<file path="src/rtl/wfifo_level_sync.sv">
// wfifo_level_sync: brings the Gray read pointer into wclk and derives registered
// occupancy, free space, almost-full, overflow and high-watermark status.
module wfifo_level_sync #(
  parameter int ADDRSIZE    = 4,
  parameter int SYNC_STAGES = 2
) (
  input  logic              wclk,
  input  logic              wrst_n,
  input  logic [ADDRSIZE:0] rptr,
  input  logic [ADDRSIZE:0] wptr,
  input  logic              winc,
  input  logic              wfull,
  input  logic [ADDRSIZE:0] afull_thresh,
  input  logic              ovf_clr,
  input  logic              hwm_clr,
  output logic [ADDRSIZE:0] wq2_rptr,
  output logic [ADDRSIZE:0] wlevel,
  output logic [ADDRSIZE:0] wfree,
  output logic              wprog_full,
  output logic              woverflow,
  output logic [ADDRSIZE:0] whwm
);
  localparam int P = ADDRSIZE + 1;
  localparam logic [ADDRSIZE:0] D = P'(2 ** ADDRSIZE);
  logic [ADDRSIZE:0] sync_q [SYNC_STAGES];
  logic [ADDRSIZE:0] rbin, wbin, diff, lvl_next;
  function automatic logic [ADDRSIZE:0] gray2bin(input logic [ADDRSIZE:0] g);
    logic [ADDRSIZE:0] b;
    for (int i = 0; i <= ADDRSIZE; i++) b[i] = ^(g >> i);
    return b;
  endfunction
  assign wq2_rptr = sync_q[SYNC_STAGES-1];
  assign rbin     = gray2bin(wq2_rptr);
  assign wbin     = gray2bin(wptr);
  assign diff     = wbin - rbin;
  // clamp only bites on corrupt pointer pairs
  assign lvl_next = (diff > D) ? D : diff;
  always_ff @(posedge wclk or negedge wrst_n)
    if (!wrst_n)
      for (int i = 0; i < SYNC_STAGES; i++) sync_q[i] <= '0;
    else begin
      sync_q[0] <= rptr;
      for (int i = 1; i < SYNC_STAGES; i++) sync_q[i] <= sync_q[i-1];
    end
  always_ff @(posedge wclk or negedge wrst_n)
    if (!wrst_n) begin
      wlevel     <= '0;
      wfree      <= D;
      wprog_full <= 1'b0;
      woverflow  <= 1'b0;
      whwm       <= '0;
    end else begin
      wlevel     <= lvl_next;
      wfree      <= D - lvl_next;
      wprog_full <= (afull_thresh != '0) && (lvl_next >= afull_thresh);
      woverflow  <= (winc && wfull) || (woverflow && !ovf_clr);
      whwm       <= (hwm_clr || lvl_next > whwm) ? lvl_next : whwm;
    end
endmodule

</file>
<file path="config.mk">
export PLATFORM = sky130hd
export DESIGN_NAME = wfifo_level_sync
export DESIGN_NICKNAME = d
export VERILOG_FILES = /design/src/rtl/wfifo_level_sync.sv
export SDC_FILE = /design/constraint.sdc
export NUM_CORES = 1
export LEC_CHECK = 0
export BUFFER_PORTS_ARGS = -buffer_cell sky130_fd_sc_hd__buf_2
export CORE_MARGIN = 2
export CORE_UTILIZATION = 46
export DETAILED_ROUTE_END_ITERATION = 6
export GPL_ROUTABILITY_DRIVEN = 1
export PLACE_DENSITY_LB_ADDON = 0.15
export SYNTH_ARGS = -nofsm -noshare
export SYNTH_HDL_FRONTEND = slang
export SYNTH_SLANG_ARGS = --single-unit
</file>
<file path="constraint.sdc">
create_clock -name wclk -period 4.5 [get_ports wclk]
set_clock_uncertainty 0.1 [all_clocks]
set_input_delay 1.35 -clock wclk [delete_from_list [all_inputs] [get_ports wclk]]
set_output_delay 1.35 -clock wclk [all_outputs]
set_load 0.01 [all_outputs]
</file>
-- Word level (Yosys, flattened, before mapping)
Index checks and enable logic that the tools add are counted.
- $add $sub $neg: 2
- magnitude comparators: 3
- reduce and logical (&&, ||, !) cells: 17
- multiplexer cells: 1
- operators with widths (cell ; count):
    $reduce_xor A5 Y1 ; 10
    $ge A5 B5 Y1 ; 1
    $gt A5 B5 Y1 ; 1
    $gt A5 B5 Y1 const B ; 1
    $mux W5 ; 1
    $reduce_bool A5 Y1 ; 1
    $sub A5 B5 Y5 ; 1
    $sub A5 B5 Y5 const A ; 1
    $logic_and A1 B1 Y1 ; 3
    $logic_or A1 B1 Y1 ; 2
    $logic_not A1 Y1 ; 1
- word-level logic and storage cells: 30
- input port bits: 21
- output and inout bits: 22
- flip-flop bits (word level): 27

-- Longest topological paths before layout
Gate-level depths: netlist (run 1).
- depth after elaboration: 6
- depth in mapped cells: 18
- mapped depth without buffers: 17

-- Worst setup path before layout (run 1)
No wires, ideal clock.
- path type: input to register
- start point: input port wptr[4]
- end point: register whwm[0]
- buffers on the path: 1
- arrival time: 5.452 ns
- setup slack: -1.177 ns
- data required time: 4.275 ns
- setup time: 0.125 ns
- stages on the path: 18
- cell sequence: xor2_1 > xnor2_1 > xor2_1 > xor2_1 > ha_1 > fa_1 > nand2b_4 > a21o_1 > xnor2_2 > inv_2 > buf_6 > nor2_1 > ha_1 > a31oi_1 > a221oi_1 > a2111o_1 > o22ai_4 > mux2_4
- longest elaborated chain between the ends: 6
- RTL lines (item ; RTL line ; RTL):
    start: declaration ; 10 ; input logic [ADDRSIZE:0] wptr,
    $reduce_xor A5 Y1 ; 29 ; for (int i = 0; i <= ADDRSIZE; i++) b[i] = ^(g >> i);
    $sub A5 B5 Y5 (*) ; 35 ; assign diff = wbin - rbin;
    $gt A5 B5 Y1 ; 37 ; assign lvl_next = (diff > D) ? D : diff;
    $mux W5 (*) ; 37 ;
    named net lvl_next[2] ; 26 ; logic [ADDRSIZE:0] rbin, wbin, diff, lvl_next;
    $gt A5 B5 Y1 (*) ; 57 ; whwm <= (hwm_clr || lvl_next > whwm) ? lvl_next : whwm;
    $logic_or A1 B1 Y1 (*) ; 57 ;
    end signal: assignment ; 57 ;
    end: declaration ; 21 ; output logic [ADDRSIZE:0] whwm
Mark *: on every way through the listed nets, which the timed path passes. The rest lies on a longest branch.
A chain may end at the register's enable or synchronous reset.

-- Final worst setup path (run 1)
- start point: input port wptr[3]
- end point: register whwm[0]
Same word-level chain as after synthesis.

==> results of run 1 <==
-- per-stage QoR --
stage / TNS (ns) / instance area, µm² / std cells
5_1_grt: -1.60 / 2020 / 240
3_5_place_dp: -3.62 / 1920 / 230
2_1_floorplan: -3.33 / 1550 / 130
4_1_cts: -0.638 / 1990 / 236
3_3_place_gp: -3.39 / 1920 / 230
6_report: -0.659 / 2020 / 240
-- cell usage after synthesis, types with 2 or more instances --
master    count  area share, %
mux2i_1       2            1.4
nand2_1       6            1.5
dfrtp_1      25             43
ha_1         11            9.4
a21oi_1       2           0.68
xor2_1        7            4.2
o21ai_0       5            1.7
xnor2_1       5            3.0
nand2b_1      4            1.7
nor2_1        9            2.3
inv_1        15            3.8
buf_4         6            3.1
mux2_4        2            2.1
-- final cells by class --
type                       count  area share [%]
inverter                      16            2.98
tap                           44            2.73
clock buffer                   4            1.30
multi-input combinational     81            39.2
sequential                    26            32.3
timing repair buffer          69            21.5
-- logic make-up after synthesis --
kind of cell / Yosys count / synth area share, %
and+or+nand+nor: 32 / 13.6
DFF: 26 / 44.5
buffers and inverters: 23 / 7.95
AOI/OAI and AO/OA: 18 / 9.57
xor gates and xnor gates: 14 / 9.40
adders and majority gates: 12 / 10.8
muxes: 5 / 4.19
-- state kept, by name, summed over array words and instances (netlist names) --
register,cells
sync_q,5
whwm,5
wlevel,5
wq2_rptr,5
wfree,4
woverflow,1
wprog_full,1
-- critical path, stage by stage --
cell and delay [ns]:
buf_8 0.10, xor2_4 0.18, xnor2_2 0.18, xor2_2 0.19, xor2_1 0.10, ha_2 0.19
fa_2 0.34, nand2b_4 0.15, a21o_1 0.19, xnor2_2 0.15, inv_2 0.12, nor2_4 0.06
ha_4 0.28, nand2_2 0.06, or4_4 0.52, nor3b_4 0.24, o22ai_4 0.13, mux2_4 0.30
-- where the power goes --
group | internal, µW | switching [µW] | leakage (µW)
clock network | 34.7 | 68.9 | 0.0000150
registers | 302 | 26.6 | 0.000315
logic | 455 | 415 | 0.000690
total | 792 | 511 | 0.00102
-- how the worst min path moves through the flow --
stage                  endpoint  slack, ns  cells past startpoint  startpoint
finish              wq2_rptr[3]       0.27                      0   sync_q[8]
global route        wq2_rptr[3]       0.27                      0   sync_q[8]
CTS                 wq2_rptr[3]       0.27                      0   sync_q[8]
detailed placement  wq2_rptr[3]       0.24                      0   sync_q[8]
global placement    wq2_rptr[2]       0.23                      0   sync_q[7]
floorplan           wq2_rptr[0]       0.23                      0   sync_q[5]
-- routing by layer --
metal / up-vias / track usage, %
li1: 569 / -
met1: 539 / 23.6
met2: 30 / 32.8
met3: 5 / 2.56
met4: 0 / 6.52
met5: - / 0
-- what timing repair did --
item | in CTS | in global routing
resized for setup | 10 | 0
setup endpoints to repair | 6 | 6
pin swaps | 13 | 1
setup buffers | 3 | 4
==> flow_summary.yaml, run 1 <==
clock_tree:
  root_buffer: "clkbuf_4"
  cts_tree: "built"
  clock_latency_ns: 0.32
  cts_buffer_depth: 2
  cts_sinks: 26
  clk_pin_slew_ns: 0.14
  cts_buffers: 3
  htreeDepth: 1
  postCtsHoldBufs: 0
power:
  p_leak_uw: 0.00102
  powerDensity_mw_per_mm2: 646
  total_power_uw: 1300
  ir_worst_vdd_mv: 0.267
sta:
  relSlewSlack_pct: 56.7
  fin_crit_ns: 4.73
  setup_ws_ns: -0.229
  fin_crit_sh_pct: 105
  setup_viol: 5
  rsz0062_at_grt: "true"
  worstMarginPinSlew_ns: 0.645
  hold_violations: 0
  slew_violations: 0
  fmax_mhz: 211
  fin_hold_ws_ns: 0.266
detailed_routing:
  drt_iter0_drc: 19
  drt_first_pass_iters: 3
  wl_met2_mm: 1.51
  vias_per_cell: 4.76
  num_vias: 1143
  wl_met1_mm: 1.33
  drc: 0
  wl_met3_um: 120
  drtAntennaViolNets: 0
  postRouteWirelength_mm: 3.00
  top_layer: "met4"
  post_drt_wl_per_cell_um: 12.5
die:
  num_io_pins: 43
  chipWidth_um: 60.4
  dieArea_mm2: 0.00365
  die-height_um: 60.4
  placeableCoreArea_mm2: 0.00303
  num_rows: 20
  start_util_pct: 48.3
place:
  io_buffers: 42
  dp_slack_ns: -0.737
  place_congestion: 0.941
  hpwl_mm: 2.40
worst_setup_path:
  rr_endpoint: "whwm[0]"
  rrSetupSlack_ns: 0.14
  r2r_cells: 17
  endpoint: "whwm[0]"
  startpoint: "wptr[3]"
  critPathLaunchType: "primary input"
  path_max_fanout: 5
  critPathKind: "in -> reg"
  critPathRequiredTime_ns: 4.62
  r2r-start: "wq2_rptr[4]"
  cp-end-kind: "flop"
  crit_arrival_ns: 4.85
cells_and_area:
  final_common_cell: "buf_2"
  drive_above_1_share_pct: 50.0
  fillCellCount: 251
  multiInputGateArea_um2: 791
  regArea_um2: 652
  utilization_pct: 66.6
  synthToLayoutAreaGrowth_pct: 37.8
  layout_common_cells: "buf_2 (40), buf_4 (26), dfrtp_1 (25)"
  nNetsFinal: 230
  n_antenna_cell: 0
grt:
  antenna_found_initial: 0
  gr-total-overflow: 0
  grt_pass1_wl_mm: 4.93
  grt_usage_pct: 18.7
  first_global_vias: 1097
  grt_start_max_net_pins: 27
logic_synthesis:
  synth-main-ff-cell: "dfrtp_1"
  syn-num-nets: 163
  syn-cell-area_mm2: 0.00146
  synth_area_per_cell_um2: 11.3
  yosys_warnings: 0
  async_reset_ff_share_pct: 100
  synthCells: 130
  yosysSeqAreaShare_pct: 44.5
  synth_edf_count: 0
  ys_seq_elements: 26
  synth_cell_type_count: 44
worst_hold_path:
  hold_path_class: "reg -> reg"
job:
  cap_violations: 0
status:
  violations: "setup timing"
  outcome: "complete, but fails checks"
Power figures use the tool's default switching activity.
==> run 2, diff against run 1 <==
--- a/config.mk
+++ b/config.mk
@@ -5,10 +5,10 @@
 export SDC_FILE = /design/constraint.sdc
 export NUM_CORES = 1
 export LEC_CHECK = 0
-export BUFFER_PORTS_ARGS = -buffer_cell sky130_fd_sc_hd__buf_2
 export CORE_MARGIN = 2
-export CORE_UTILIZATION = 46
+export CORE_UTILIZATION = 60
 export DETAILED_ROUTE_END_ITERATION = 6
+export DONT_BUFFER_PORTS = 1
 export GPL_ROUTABILITY_DRIVEN = 1
 export PLACE_DENSITY_LB_ADDON = 0.15
 export SYNTH_ARGS = -nofsm -noshare
==> constraint.sdc (replaced) <==
create_clock -name wclk -period 5.65 [get_ports wclk]
set_clock_uncertainty 0.1 [all_clocks]
set_input_delay 1.695 -clock wclk [delete_from_list [all_inputs] [get_ports wclk]]
set_output_delay 1.695 -clock wclk [all_outputs]
set_load 0.01 [all_outputs]
==> run 2 against run 1 <==
  * The flow now finishes without violations
  * Global-route usage up 0.59 points
  * Flip-flop and latch count unchanged
  * Cell area down 23%
  * Power down 35%
  * Clock power down 25%
  * Register-to-register slack better by 0.93 ns
  * Sequential power down 9.7%
  * Worst hold slack worse by 0.0017 ns
  * Via count down 20%
  * Combinational power down 46%
  * Critical path depth down 1
==> flow_summary.yaml, run 2 (synthesis results as in run 1) <==
detailed_routing:
  num_vias: 917
  drtAntennaViolNets: 0
  drt_iter0_drc: 14
  drc: 0
  post_drt_wl_per_cell_um: 15.6
  postRouteWirelength_mm: 2.49
  vias_per_cell: 5.77
  drt_first_pass_iters: 4
place:
  io_buffers: 0
  placedCellCount: 155
  placedInstanceArea_mm2: 0.00152
  hpwl_mm: 2.00
  dp_slack_ns: 0.0152
  place_congestion: 0.829
worst_hold_path:
  hold_path_class: "reg -> reg"
  whs_endpoint: "wq2_rptr[4]"
  whs_path_depth: 0
  hp-start: "sync_q[9]"
sta:
  slew_violations: 0
  relSlewSlack_pct: 52.4
  hold_violations: 0
  rsz0062_at_grt: "false"
  fin_crit_ns: 5.32
  fin_tns_setup_ns: 0
  fmax_mhz: 188
  fin_crit_sh_pct: 94.1
  setup_ws_ns: 0.331
  setup_viol: 0
  worstMarginPinSlew_ns: 0.709
clock_tree:
  clk_pin_slew_ns: 0.13
  cts_resized: 0
  postCtsHoldBufs: 0
  root_buffer: "clkbuf_4"
  cts_buffer_depth: 2
  cts_sinks: 26
  cts_setup_buffers: 0
  cts_tree: "built"
  htreeDepth: 1
  clock_latency_ns: 0.31
  cts_buffers: 3
cells_and_area:
  drive_above_1_share_pct: 20.6
  layout_common_cells: "dfrtp_1 (25), inv_1 (15), ha_1 (9)"
  final_common_cell: "dfrtp_1"
  n_antenna_cell: 0
  fillCellCount: 190
  nNetsFinal: 165
  synthToLayoutAreaGrowth_pct: 5.56
  layoutNonFillerInstCount: 159
  final_cell_area_mm2: 0.00155
worst_setup_path:
  r2r-start: "wq2_rptr[4]"
  critPathLaunchType: "primary input"
  crit_arrival_ns: 5.43
  startpoint: "wptr[4]"
  critPathRequiredTime_ns: 5.76
  rrSetupSlack_ns: 1.07
  critPathKind: "in -> reg"
  rr_endpoint: "whwm[2]"
  cp-end-kind: "flop"
  r2r_cells: 17
  path_max_fanout: 5
power:
  p_switching_uw: 355
  seqPwrFrac_pct: 35.1
  p_sw_share_pct: 41.9
  p_leak_uw: 0.000711
  pwr-share-clk_pct: 9.2
  p_int_uw: 491
  total_power_uw: 846
  ir_worst_vdd_mv: 0.343
  pwr-share-comb_pct: 55.7
  powerDensity_mw_per_mm2: 547
die:
  dieArea_mm2: 0.00285
  num_io_pins: 43
  num_rows: 17
  placeableCoreArea_mm2: 0.00225
  chipWidth_um: 53.4
  start_util_pct: 64.9
  die-height_um: 53.4
grt:
  grt_start_max_net_pins: 27
  first_global_vias: 867
  grt_usage_pct: 19.3
  antenna_found_initial: 0
  gr-total-overflow: 0
  grt_pass1_wl_mm: 3.90
status:
  outcome: "complete, no violations"
job:
  cap_violations: 0
## run 2: worst max path at each step
| stage | cells past startpoint | endpoint | slack (ns) |
|---|---|---|---|
| floorplan | 18 | whwm[0] | 0.004 |
| global placement | 17 | whwm[2] | 0.11 |
| detailed placement | 17 | whwm[0] | 0.02 |
| CTS | 17 | whwm[0] | 0.36 |
| global route | 17 | whwm[2] | 0.18 |
| finish | 17 | whwm[2] | 0.33 |
## run 2: critical path, cell delays in order
cell and delay [ns]:
xor2_1 0.16, xnor2_1 0.28, xor2_1 0.24, xor2_1 0.11
ha_2 0.20, fa_2 0.35, nand2b_4 0.16, a21o_1 0.19
xnor2_2 0.20, inv_2 0.10, nor2_2 0.16, inv_1 0.11
ha_1 0.20, or4_4 0.55, nor3b_4 0.29, o22ai_4 0.14
mux2_4 0.30
## run 2: cell type report
class	count	area (µm²)	share of cell area (%)
well taps	28	35.0	2.27
inverters	16	60.1	3.89
multi-input cells	81	742	48.0
repair buffers	4	30.0	1.94
flip-flops and latches	26	652	42.2
clock buffers	4	26.3	1.70
## run 2: routing by layer
layer,global-route usage [%],vias up,wire length (µm)
met3,4.52,5,198
met2,32.3,40,1240
met1,25.0,436,1030
met5,0,-,0
li1,-,436,-
met4,4.27,0,23
## run 2: per-stage QoR
stage	hold WS (ns)	util, %
finish	0.265	68.5
global placement	0.232	67.4
global route	0.276	68.5
floorplan	0.231	-
detailed placement	0.239	67.4
CTS	0.270	68.5
## run 2: power groups by stage
stage	clock network, µW	logic, µW	registers [µW]
after floorplan	0	390	290
after global placement	0	446	302
after detailed placement	0	467	302
after CTS	82.7	472	298
after global routing	89.2	513	306
final	77.6	471	297
==> run 3, diff against run 2 <==
--- a/config.mk
+++ b/config.mk
@@ -5,6 +5,7 @@
 export SDC_FILE = /design/constraint.sdc
 export NUM_CORES = 1
 export LEC_CHECK = 0
+export ABC_AREA = 1
 export CORE_MARGIN = 2
 export CORE_UTILIZATION = 60
 export DETAILED_ROUTE_END_ITERATION = 6
==> run 3 against run 2 <==
  * Clock power grew 65%
  * Wire length rose by 0.24%
  * Flip-flop and latch count unchanged
  * Global-route usage grew 0.61 points
==> flow_summary.yaml, run 3 <==
cells_and_area:
  synthToLayoutAreaGrowth_pct: 3.03
  n_antenna_cell: 0
  final_cell_area_mm2: 0.00153
  layout_common_cells: "nand2_1 (30), inv_1 (27), dfrtp_1 (25)"
  drive_above_1_share_pct: 13.2
  fillCellCount: 181
  final_common_cell: "nand2_1"
  nNetsFinal: 193
worst_setup_path:
  critPathKind: "in -> reg"
  critPathLaunchType: "primary input"
  r2r_cells: 20
  critPathRequiredTime_ns: 5.78
  r2r-start: "wq2_rptr[4]"
  rr_endpoint: "whwm[2]"
  crit_arrival_ns: 4.94
  rrSetupSlack_ns: 1.69
  path_max_fanout: 6
  cp-end-kind: "flop"
grt:
  grt_start_max_net_pins: 27
  antenna_found_initial: 0
  grt_pass1_wl_mm: 4.08
  gr-total-overflow: 0
  grt_usage_pct: 19.9
  first_global_vias: 983
detailed_routing:
  num_vias: 1025
  post_drt_wl_per_cell_um: 13.2
  drtAntennaViolNets: 0
  vias_per_cell: 5.42
  postRouteWirelength_mm: 2.49
  drc: 0
  drt_iter0_drc: 16
  drt_first_pass_iters: 4
die:
  num_io_pins: 43
  dieArea_mm2: 0.00289
  placeableCoreArea_mm2: 0.00241
  num_rows: 18
  start_util_pct: 61.6
  chipWidth_um: 53.8
  die-height_um: 53.8
clock_tree:
  htreeDepth: 1
  cts_sinks: 26
  postCtsHoldBufs: 0
  cts_setup_buffers: 0
  cts_resized: 0
  clk_pin_slew_ns: 0.14
  root_buffer: "clkbuf_4"
  clock_latency_ns: 0.33
  cts_buffer_depth: 2
  cts_tree: "built"
  cts_buffers: 3
worst_hold_path:
  whs_endpoint: "wq2_rptr[0]"
  whs_path_depth: 0
  hold_path_class: "reg -> reg"
  hp-start: "sync_q[5]"
logic_synthesis:
  synth-main-ff-cell: "dfrtp_1"
  syn-num-nets: 194
  yosysSeqAreaShare_pct: 43.9
  yosys_warnings: 0
  yosysMostFrequentCell: "nand2_1"
  synth_top_cell_area_share_pct: 42.1
  synth_cell_type_count: 25
  synth_area_per_cell_um2: 9.22
  async_reset_ff_share_pct: 100
  synth.area.top_cells: "dfrtp_1 (42%), ha_1 (9.3%), nand2_1 (7.6%)"
  synthCells: 161
  syn-cell-area_mm2: 0.00149
  ys_top_cells_by_count: "nand2_1 (30), inv_1 (27), dfrtp_1 (25), nand3_1 (16), ha_1 (11)"
  yosys.area.top_type: "dfrtp_1"
  ys_seq_elements: 26
  synth_edf_count: 0
power:
  ir_worst_vdd_mv: 0.296
  powerDensity_mw_per_mm2: 517
  p_leak_uw: 0.000794
place:
  placedInstanceArea_mm2: 0.00148
  hpwl_mm: 2.05
  place_congestion: 0.772
  io_buffers: 0
sta:
  rsz0062_at_grt: "false"
  hold_violations: 0
  fmax_mhz: 208
  setup_viol: 0
  fin_crit_ns: 4.81
  slew_violations: 0
  relSlewSlack_pct: 75.4
  worstMarginPinSlew_ns: 0.367
  fin_crit_sh_pct: 85.1
  fin_tns_setup_ns: 0
status:
  outcome: "complete, no violations"
job:
  cap_violations: 0
-- run 3: cell count changes in the layout (fill, tap and decap cells not counted), moves of 5 or more --
cell and delta:
nand3_1 +15, inv_1 +12, nand2_1 +24, nand2_2 +5
-- run 3: logic make-up after synthesis --
family	count (synthesis)	share of synthesized area (%)
flops	26	43.9
fa+ha+maj	12	10.6
xor+xnor	12	8.09
compound gates	12	5.39
buf+inv	34	10.1
simple gates	65	21.9
-- run 3: metrics by stage --
stage / instances / hold slack (ns) / setup WS [ns] / util [%] / total power, µW
2_1_floorplan: 161 / 0.231 / 0.840 / - / 606
3_3_place_gp: 185 / 0.231 / 0.584 / 61.3 / 655
3_5_place_dp: 185 / 0.235 / 0.475 / 61.3 / 672
4_1_cts: 189 / 0.268 / 0.829 / 63.5 / 800
5_1_grt: 189 / 0.278 / 0.498 / 63.5 / 868
6_report: 189 / 0.266 / 0.841 / 63.5 / 791
-- run 3: how the worst max path moves through the flow --
stage	from	end	slack [ns]	cells past startpoint
detailed placement	wptr[4]	whwm[0]	0.47	23
global placement	wptr[4]	whwm[3]	0.58	21
global route	wptr[4]	whwm[4]	0.50	23
floorplan	wptr[4]	whwm[4]	0.84	23
finish	wptr[4]	whwm[2]	0.84	21
CTS	wptr[4]	whwm[2]	0.83	23
-- run 3: layout make-up --
cell class / instances / area, µm² / area share, %
clock buffers: 3 / 22.5 / 1.47
inverters: 28 / 105 / 6.87
flip-flops and latches: 26 / 652 / 42.6
clock inverters: 1 / 30.0 / 1.96
multi-input cells: 101 / 683 / 44.6
well taps: 30 / 37.5 / 2.45
-- run 3: power by group --
group	internal [µW]	switching (µW)
sequential	242	56.0
combinational	132	233
clock	71.8	56.1
total	446	345
-- run 3: per-layer routing --
metal  vias up  global-route usage (%)  share of wire (%)
met5         -                       0                  0
met1       486                    23.7                 43
li1        498                       -                  -
met4         0                    8.55                2.2
met3         7                    5.28                5.9
met2        34                    33.5                 49
-- run 3: critical path: stages --
cell,delay (ns)
xor2_1,0.28
xor2_2,0.23
xor2_2,0.22
xnor2_1,0.09
ha_1,0.23
fa_1,0.51
nand2_1,0.07
a21oi_2,0.12
nand3_1,0.15
nand2_4,0.11
nand3_1,0.12
inv_1,0.18
ha_1,0.27
nand4_1,0.09
nand2_1,0.07
a21oi_2,0.12
nand2_2,0.07
nand2_4,0.10
nand2_4,0.07
nand2_1,0.07
nand2_1,0.05
